===== src/rtl/mips_pkg.sv =====
// Shared definitions for the MIPS core pipeline: reset defaults, fetch FSM
// encoding and address helpers.
package mips_pkg;

   localparam logic [31:0] RESET_PC_DEFAULT  = 32'h0000_0000;
   localparam logic [31:0] NOP_INSTR_DEFAULT = 32'h0000_0000;
   localparam logic [31:0] PC_INC            = 32'd4;

   typedef enum logic [1:0] {
      FETCH   = 2'd0,
      HOLD    = 2'd1,
      DISCARD = 2'd2
   } fetch_state_t;

   function automatic logic [31:0] word_align(input logic [31:0] addr);
      return addr & ~32'd3;
   endfunction

endpackage


===== src/rtl/ifid_reg.sv =====
// Pipeline register between fetch and decode with load, flush and bubble
// controls; anything not commanded holds its contents.
module ifid_reg
   import mips_pkg::*;
#(
   parameter logic [31:0] NOP_INSTR = NOP_INSTR_DEFAULT
) (
   input  logic        clk,
   input  logic        rst,
   input  logic        load,
   input  logic        flush,
   input  logic        bubble,
   input  logic [31:0] load_instr,
   input  logic [31:0] load_pc_plus4,
   output logic        valid,
   output logic        [31:0] instr,
   output logic        [31:0] pc_plus4
);

   // Flush beats load so a redirect always wins over data arriving that cycle.
   always_ff @(posedge clk) begin
      if (rst) begin
         valid    <= 1'b0;
         instr    <= NOP_INSTR;
         pc_plus4 <= 32'd0;
      end else if (flush) begin
         valid <= 1'b0;
         instr <= NOP_INSTR;
      end else if (load) begin
         valid    <= 1'b1;
         instr    <= load_instr;
         pc_plus4 <= load_pc_plus4;
      end else if (bubble) begin
         valid <= 1'b0;
      end
   end

endmodule


===== src/rtl/if_stage.sv =====
// Instruction fetch stage: owns the PC, runs the req/ack fetch handshake and
// drives the IF/ID register, honouring stall and redirect.
module if_stage
   import mips_pkg::*;
#(
   parameter logic [31:0] RESET_PC  = RESET_PC_DEFAULT,
   parameter logic [31:0] NOP_INSTR = NOP_INSTR_DEFAULT
) (
   input  logic        clk,
   input  logic        rst,
   input  logic        stall,
   input  logic        redirect,
   input  logic [31:0] redirect_pc,
   output logic        imem_req,
   output logic [31:0] imem_addr,
   input  logic        imem_ack,
   input  logic [31:0] imem_rdata,
   output logic        ifid_valid,
   output logic [31:0] ifid_instr,
   output logic [31:0] ifid_pc_plus4,
   output logic [15:0] ifid_imm
);

   fetch_state_t state;
   logic [31:0]  pc;
   logic [31:0]  discard_addr;
   logic [31:0]  hold_instr;
   logic [31:0]  hold_pc_plus4;
   logic [31:0]  pc_next_seq;
   logic         ack;

   logic         ifid_load;
   logic         ifid_flush;
   logic         ifid_bubble;
   logic [31:0]  ifid_load_instr;
   logic [31:0]  ifid_load_pc_plus4;

   // DISCARD keeps presenting the abandoned address until memory answers it.
   assign imem_req    = !rst && (state != HOLD);
   assign imem_addr   = (state == DISCARD) ? discard_addr : word_align(pc);
   assign ack         = imem_req && imem_ack;
   assign pc_next_seq = word_align(pc) + PC_INC;
   assign ifid_imm    = ifid_instr[15:0];

   always_comb begin
      ifid_load          = 1'b0;
      ifid_flush         = 1'b0;
      ifid_bubble        = 1'b0;
      ifid_load_instr    = imem_rdata;
      ifid_load_pc_plus4 = pc_next_seq;
      if (redirect) begin
         ifid_flush = 1'b1;
      end else begin
         case (state)
            FETCH: begin
               if (ack && !stall)
                  ifid_load = 1'b1;
               else if (!ack && !stall)
                  ifid_bubble = 1'b1;
            end
            HOLD: begin
               if (!stall) begin
                  ifid_load          = 1'b1;
                  ifid_load_instr    = hold_instr;
                  ifid_load_pc_plus4 = hold_pc_plus4;
               end
            end
            default: begin
               if (!stall)
                  ifid_bubble = 1'b1;
            end
         endcase
      end
   end

   // Redirect overrides stall and ack; a pending request turns into DISCARD.
   always_ff @(posedge clk) begin
      if (rst) begin
         state         <= FETCH;
         pc            <= word_align(RESET_PC);
         discard_addr  <= 32'd0;
         hold_instr    <= NOP_INSTR;
         hold_pc_plus4 <= 32'd0;
      end else begin
         case (state)
            FETCH: begin
               if (redirect) begin
                  pc            <= word_align(redirect_pc);
                  hold_instr    <= NOP_INSTR;
                  hold_pc_plus4 <= 32'd0;
                  if (!ack) begin
                     state        <= DISCARD;
                     discard_addr <= word_align(pc);
                  end
               end else if (ack) begin
                  pc <= pc_next_seq;
                  if (stall) begin
                     hold_instr    <= imem_rdata;
                     hold_pc_plus4 <= pc_next_seq;
                     state         <= HOLD;
                  end
               end
            end
            HOLD: begin
               if (redirect) begin
                  pc            <= word_align(redirect_pc);
                  hold_instr    <= NOP_INSTR;
                  hold_pc_plus4 <= 32'd0;
                  state         <= FETCH;
               end else if (!stall) begin
                  state <= FETCH;
               end
            end
            DISCARD: begin
               if (redirect) begin
                  pc            <= word_align(redirect_pc);
                  hold_instr    <= NOP_INSTR;
                  hold_pc_plus4 <= 32'd0;
               end else if (ack) begin
                  state <= FETCH;
               end
            end
            default: state <= FETCH;
         endcase
      end
   end

   ifid_reg #(
      .NOP_INSTR(NOP_INSTR)
   ) u_ifid_reg (
      .clk          (clk),
      .rst          (rst),
      .load         (ifid_load),
      .flush        (ifid_flush),
      .bubble       (ifid_bubble),
      .load_instr   (ifid_load_instr),
      .load_pc_plus4(ifid_load_pc_plus4),
      .valid        (ifid_valid),
      .instr        (ifid_instr),
      .pc_plus4     (ifid_pc_plus4)
   );

endmodule


===== config.mk =====
export PLATFORM = sky130hd
export DESIGN_NAME = if_stage
export DESIGN_NICKNAME = d
export VERILOG_FILES = /design/src/rtl/mips_pkg.sv /design/src/rtl/ifid_reg.sv /design/src/rtl/if_stage.sv
export SDC_FILE = /design/constraint.sdc
export NUM_CORES = 1
export LEC_CHECK = 0
export ABC_CLOCK_PERIOD_IN_PS = 4990
export CAP_MARGIN = 25
export CORE_MARGIN = 2
export CORE_UTILIZATION = 40
export DETAILED_ROUTE_END_ITERATION = 16
export GPL_ROUTABILITY_DRIVEN = 0
export SYNTH_ARGS = -nofsm -noshare
export SYNTH_HDL_FRONTEND = slang
export SYNTH_HIERARCHICAL = 1
export SYNTH_SLANG_ARGS = --single-unit

===== constraint.sdc =====
create_clock -name clk -period 4.99 [get_ports clk]
set_clock_uncertainty 0.2 [all_clocks]
set_input_delay 0.998 -clock clk [delete_from_list [all_inputs] [get_ports clk]]
set_output_delay 0.998 -clock clk [all_outputs]
set_load 0.005 [all_outputs]

==> impl_metrics.env <==
export IMPL_die_h_um=158
export IMPL_arrival_ns=2.37
export IMPL_remaining_drc_errors=0
export IMPL_fin_nets=1320
export IMPL_fin_crit_ns=3.56
export IMPL_hp_class="flop to flop"
export IMPL_worstPathCellList="inv_1, ha_1, buf_4, mux2_2, clkdlybuf4s50_1"
export IMPL_crit_path_end_kind="output pin"
export IMPL_root_buffer="clkbuf_16"
export IMPL_rrSetupSlack_ns=1.79
export IMPL_syn2layout_area_growth_pct=24.5
export IMPL_final_max_slew_viol_count=0
export IMPL_cts_resized=0
export IMPL_yosysTopAreaCell="dfxtp_1"
export IMPL_fillCellCount=2277
export IMPL_vias=8383
export IMPL_hold_slack_ns=0.255
export IMPL_ios=183
export IMPL_max_freq_mhz=281
export IMPL_die_w_um=158
export IMPL_ys_ff_latch=191
export IMPL_synth_top_cell_area_share=0.401
export IMPL_final_util=0.507
export IMPL_clock_latency_ns=0.45
export IMPL_synth_avg_cell_area_um2=8.25
export IMPL_critPathKind="flop to output pin"
export IMPL_grt_pass1_wl_um=42800
export IMPL_die_area_mm2=0.0251
export IMPL_dpl_cell_count=1547
export IMPL_clk_pin_slew_ns=0.07
export IMPL_ys_top_cells_by_area="dfxtp_1 (40%), nand2_1 (7.8%), nor2_1 (5.2%)"
export IMPL_core_area_mm2=0.0234
export IMPL_cp_required_ns=3.79
export IMPL_dr_pass1_iters=5
export IMPL_vdd_drop_max_mv=0.222
export IMPL_drtIter0Drc=564
export IMPL_grt_use_total=0.218
export IMPL_ys_types=74
export IMPL_netlist_area_mm2=0.00953
export IMPL_antenna_found_initial=0
export IMPL_antenna_left=0
export IMPL_fin_crit_sh=0.714
export IMPL_routedWlPerCell_um=17.3
export IMPL_synth_edf_count=0
export IMPL_maxCapViolCount=0
export IMPL_via_per_inst=5.31
export IMPL_grt_overflow=0
export IMPL_initial_core_util=0.407
export IMPL_ctsHtreeMaxLevel=4
export IMPL_clockBufferDepth=2
export IMPL_cp_max_fo=33
export IMPL_drive_gt1_frac=0.0881
export IMPL_rows=56
export IMPL_portBuffers=178
export IMPL_leakagePower_uw=0.00422
export IMPL_antennaDiodeCount=0
export IMPL_grt_pass1_vias=7746
export IMPL_async_reset_ff_frac=0
export IMPL_relSlewSlack=0.349
export IMPL_yosysWarnings=6
export IMPL_grt_max_degree=71
export IMPL_status="finished clean"
export IMPL_cts_tree="done"
export IMPL_cts_buffers=17
export IMPL_setup_violations=0
export IMPL_cts_sinks=191
export IMPL_synth_common_cells="nand2_1 (199), dfxtp_1 (191), nor2_1 (133), clkbuf_1 (79), a21oi_1 (77)"
export IMPL_yosysMostFrequentCell="nand2_1"
export IMPL_ys_flop_type="dfxtp_1"
export IMPL_hpwl_um=18100
export IMPL_rsz0062_at_grt="no"
export IMPL_crit_slowest_cell="clkdlybuf4s50_1"
export IMPL_post_cts_repair_setup_buffers=0
export IMPL_final_setup_tns_ns=0
export IMPL_max_stage_delay_ns=0.48
export IMPL_wl_um=27300
export IMPL_worst_slew_pin_slew_ns=0.973
export IMPL_hold_viol=0
export IMPL_ys_seq_area_frac=0.401
export IMPL_p_per_area_mw_per_mm2=399
export IMPL_postCtsHoldBufs=0
export IMPL_stdcell_count=1579
export IMPL_start_kind="flop"
export IMPL_synth_cells=1156
power breakdown:
part | switching (uW) | leakage, uW | internal [uW]
registers | 192 | 0.00155 | 1650
logic | 783 | 0.00236 | 623
clock network | 712 | 0.000311 | 776
total | 1690 | 0.00422 | 3050
layout make-up:
class,instances,area [um2],share of cell area
multi-input cells,827,5030,0.424
flip-flops and latches,191,3820,0.322
repair buffers,199,1930,0.163
clock buffers,17,425,0.0358
well taps,319,399,0.0336
clock inverters,15,216,0.0182
inverters,11,41.3,0.00348
worst paths after layout:
path               startpoint                 endpoint  cells past startpoint
min reg2reg  discard_addr[14]         discard_addr[14]                      2
min          discard_addr[14]         discard_addr[14]                      2
max reg2reg             pc[2]  u_ifid_reg/pc_plus4[26]                      8
max                  state[0]            imem_addr[21]                      5
metrics by stage:
| stage | worst slack (ns) | power (uW) | area (um2) |
|---|---|---|---|
| floorplan | 2.23 | 2760 | 9540 |
| global placement | 1.25 | 3270 | 11200 |
| detailed placement | 1.23 | 3280 | 11200 |
| CTS | 1.41 | 4760 | 11900 |
| global route | 1.30 | 4990 | 11900 |
| finish | 1.43 | 4740 | 11900 |
routing by layer:
| layer | track usage | part of all wire | up-vias |
|---|---|---|---|
| met1 | 0.303 | 0.47 | 3966 |
| met5 | 0 | 0 | - |
| li1 | - | - | 4157 |
| met3 | 0.0441 | 0.049 | 32 |
| met4 | 0.0601 | 0.018 | 0 |
| met2 | 0.345 | 0.46 | 228 |
critical path: cells and delay by family (launching register included):
family	cells	cell delay (ns)
adder cells (fa/ha/maj)	1	0.20
buffers and inverters	3	0.98
flip-flops	1	0.31
multiplexers	1	0.39
placed cells by master (no fill, tap or decap), drive strengths merged, types with 4 or more instances in the layout:
master,netlist,layout
inv,11,17
nor2,134,134
clkdlybuf4s50,0,176
o2bb2ai,22,22
or2,5,5
and3,10,10
xor2,8,8
a2bb2oi,4,4
nand2,199,199
nand4,4,4
a31oi,6,6
and2,6,6
dfxtp,191,191
mux2,32,32
a21oi,77,77
nor4,10,10
and4,5,5
or4,8,8
o21ai,54,54
o22ai,4,4
a22o,5,5
xnor2,20,20
clkinv,0,7
mux2i,33,33
nand4bb,33,33
nand2b,35,35
ha,4,4
o32ai,5,5
a32oi,4,4
clkbuf,85,17
buf,43,23
o21a,4,4
nand3,19,19
nor3,5,5
a22oi,39,39
flip-flops by register name (all words and copies together) (netlist names):
| name | count |
|---|---|
| hold_instr | 32 |
| hold_pc_plus4 | 32 |
| u_ifid_reg/instr | 32 |
| u_ifid_reg/pc_plus4 | 32 |
| discard_addr | 30 |
| pc | 30 |
| state | 2 |
| u_ifid_reg/valid | 1 |
cell families after synthesis:
logic type | count (synthesis) | synth area share
xor+xnor | 28 | 0.0265
other cells | 1 | 0.000393
compound gates | 244 | 0.165
simple gates | 484 | 0.254
flops | 191 | 0.401
fa+ha+maj | 4 | 0.00525
buf+inv | 139 | 0.0746
mux | 65 | 0.0729
(Power assumes the default switching activity.)
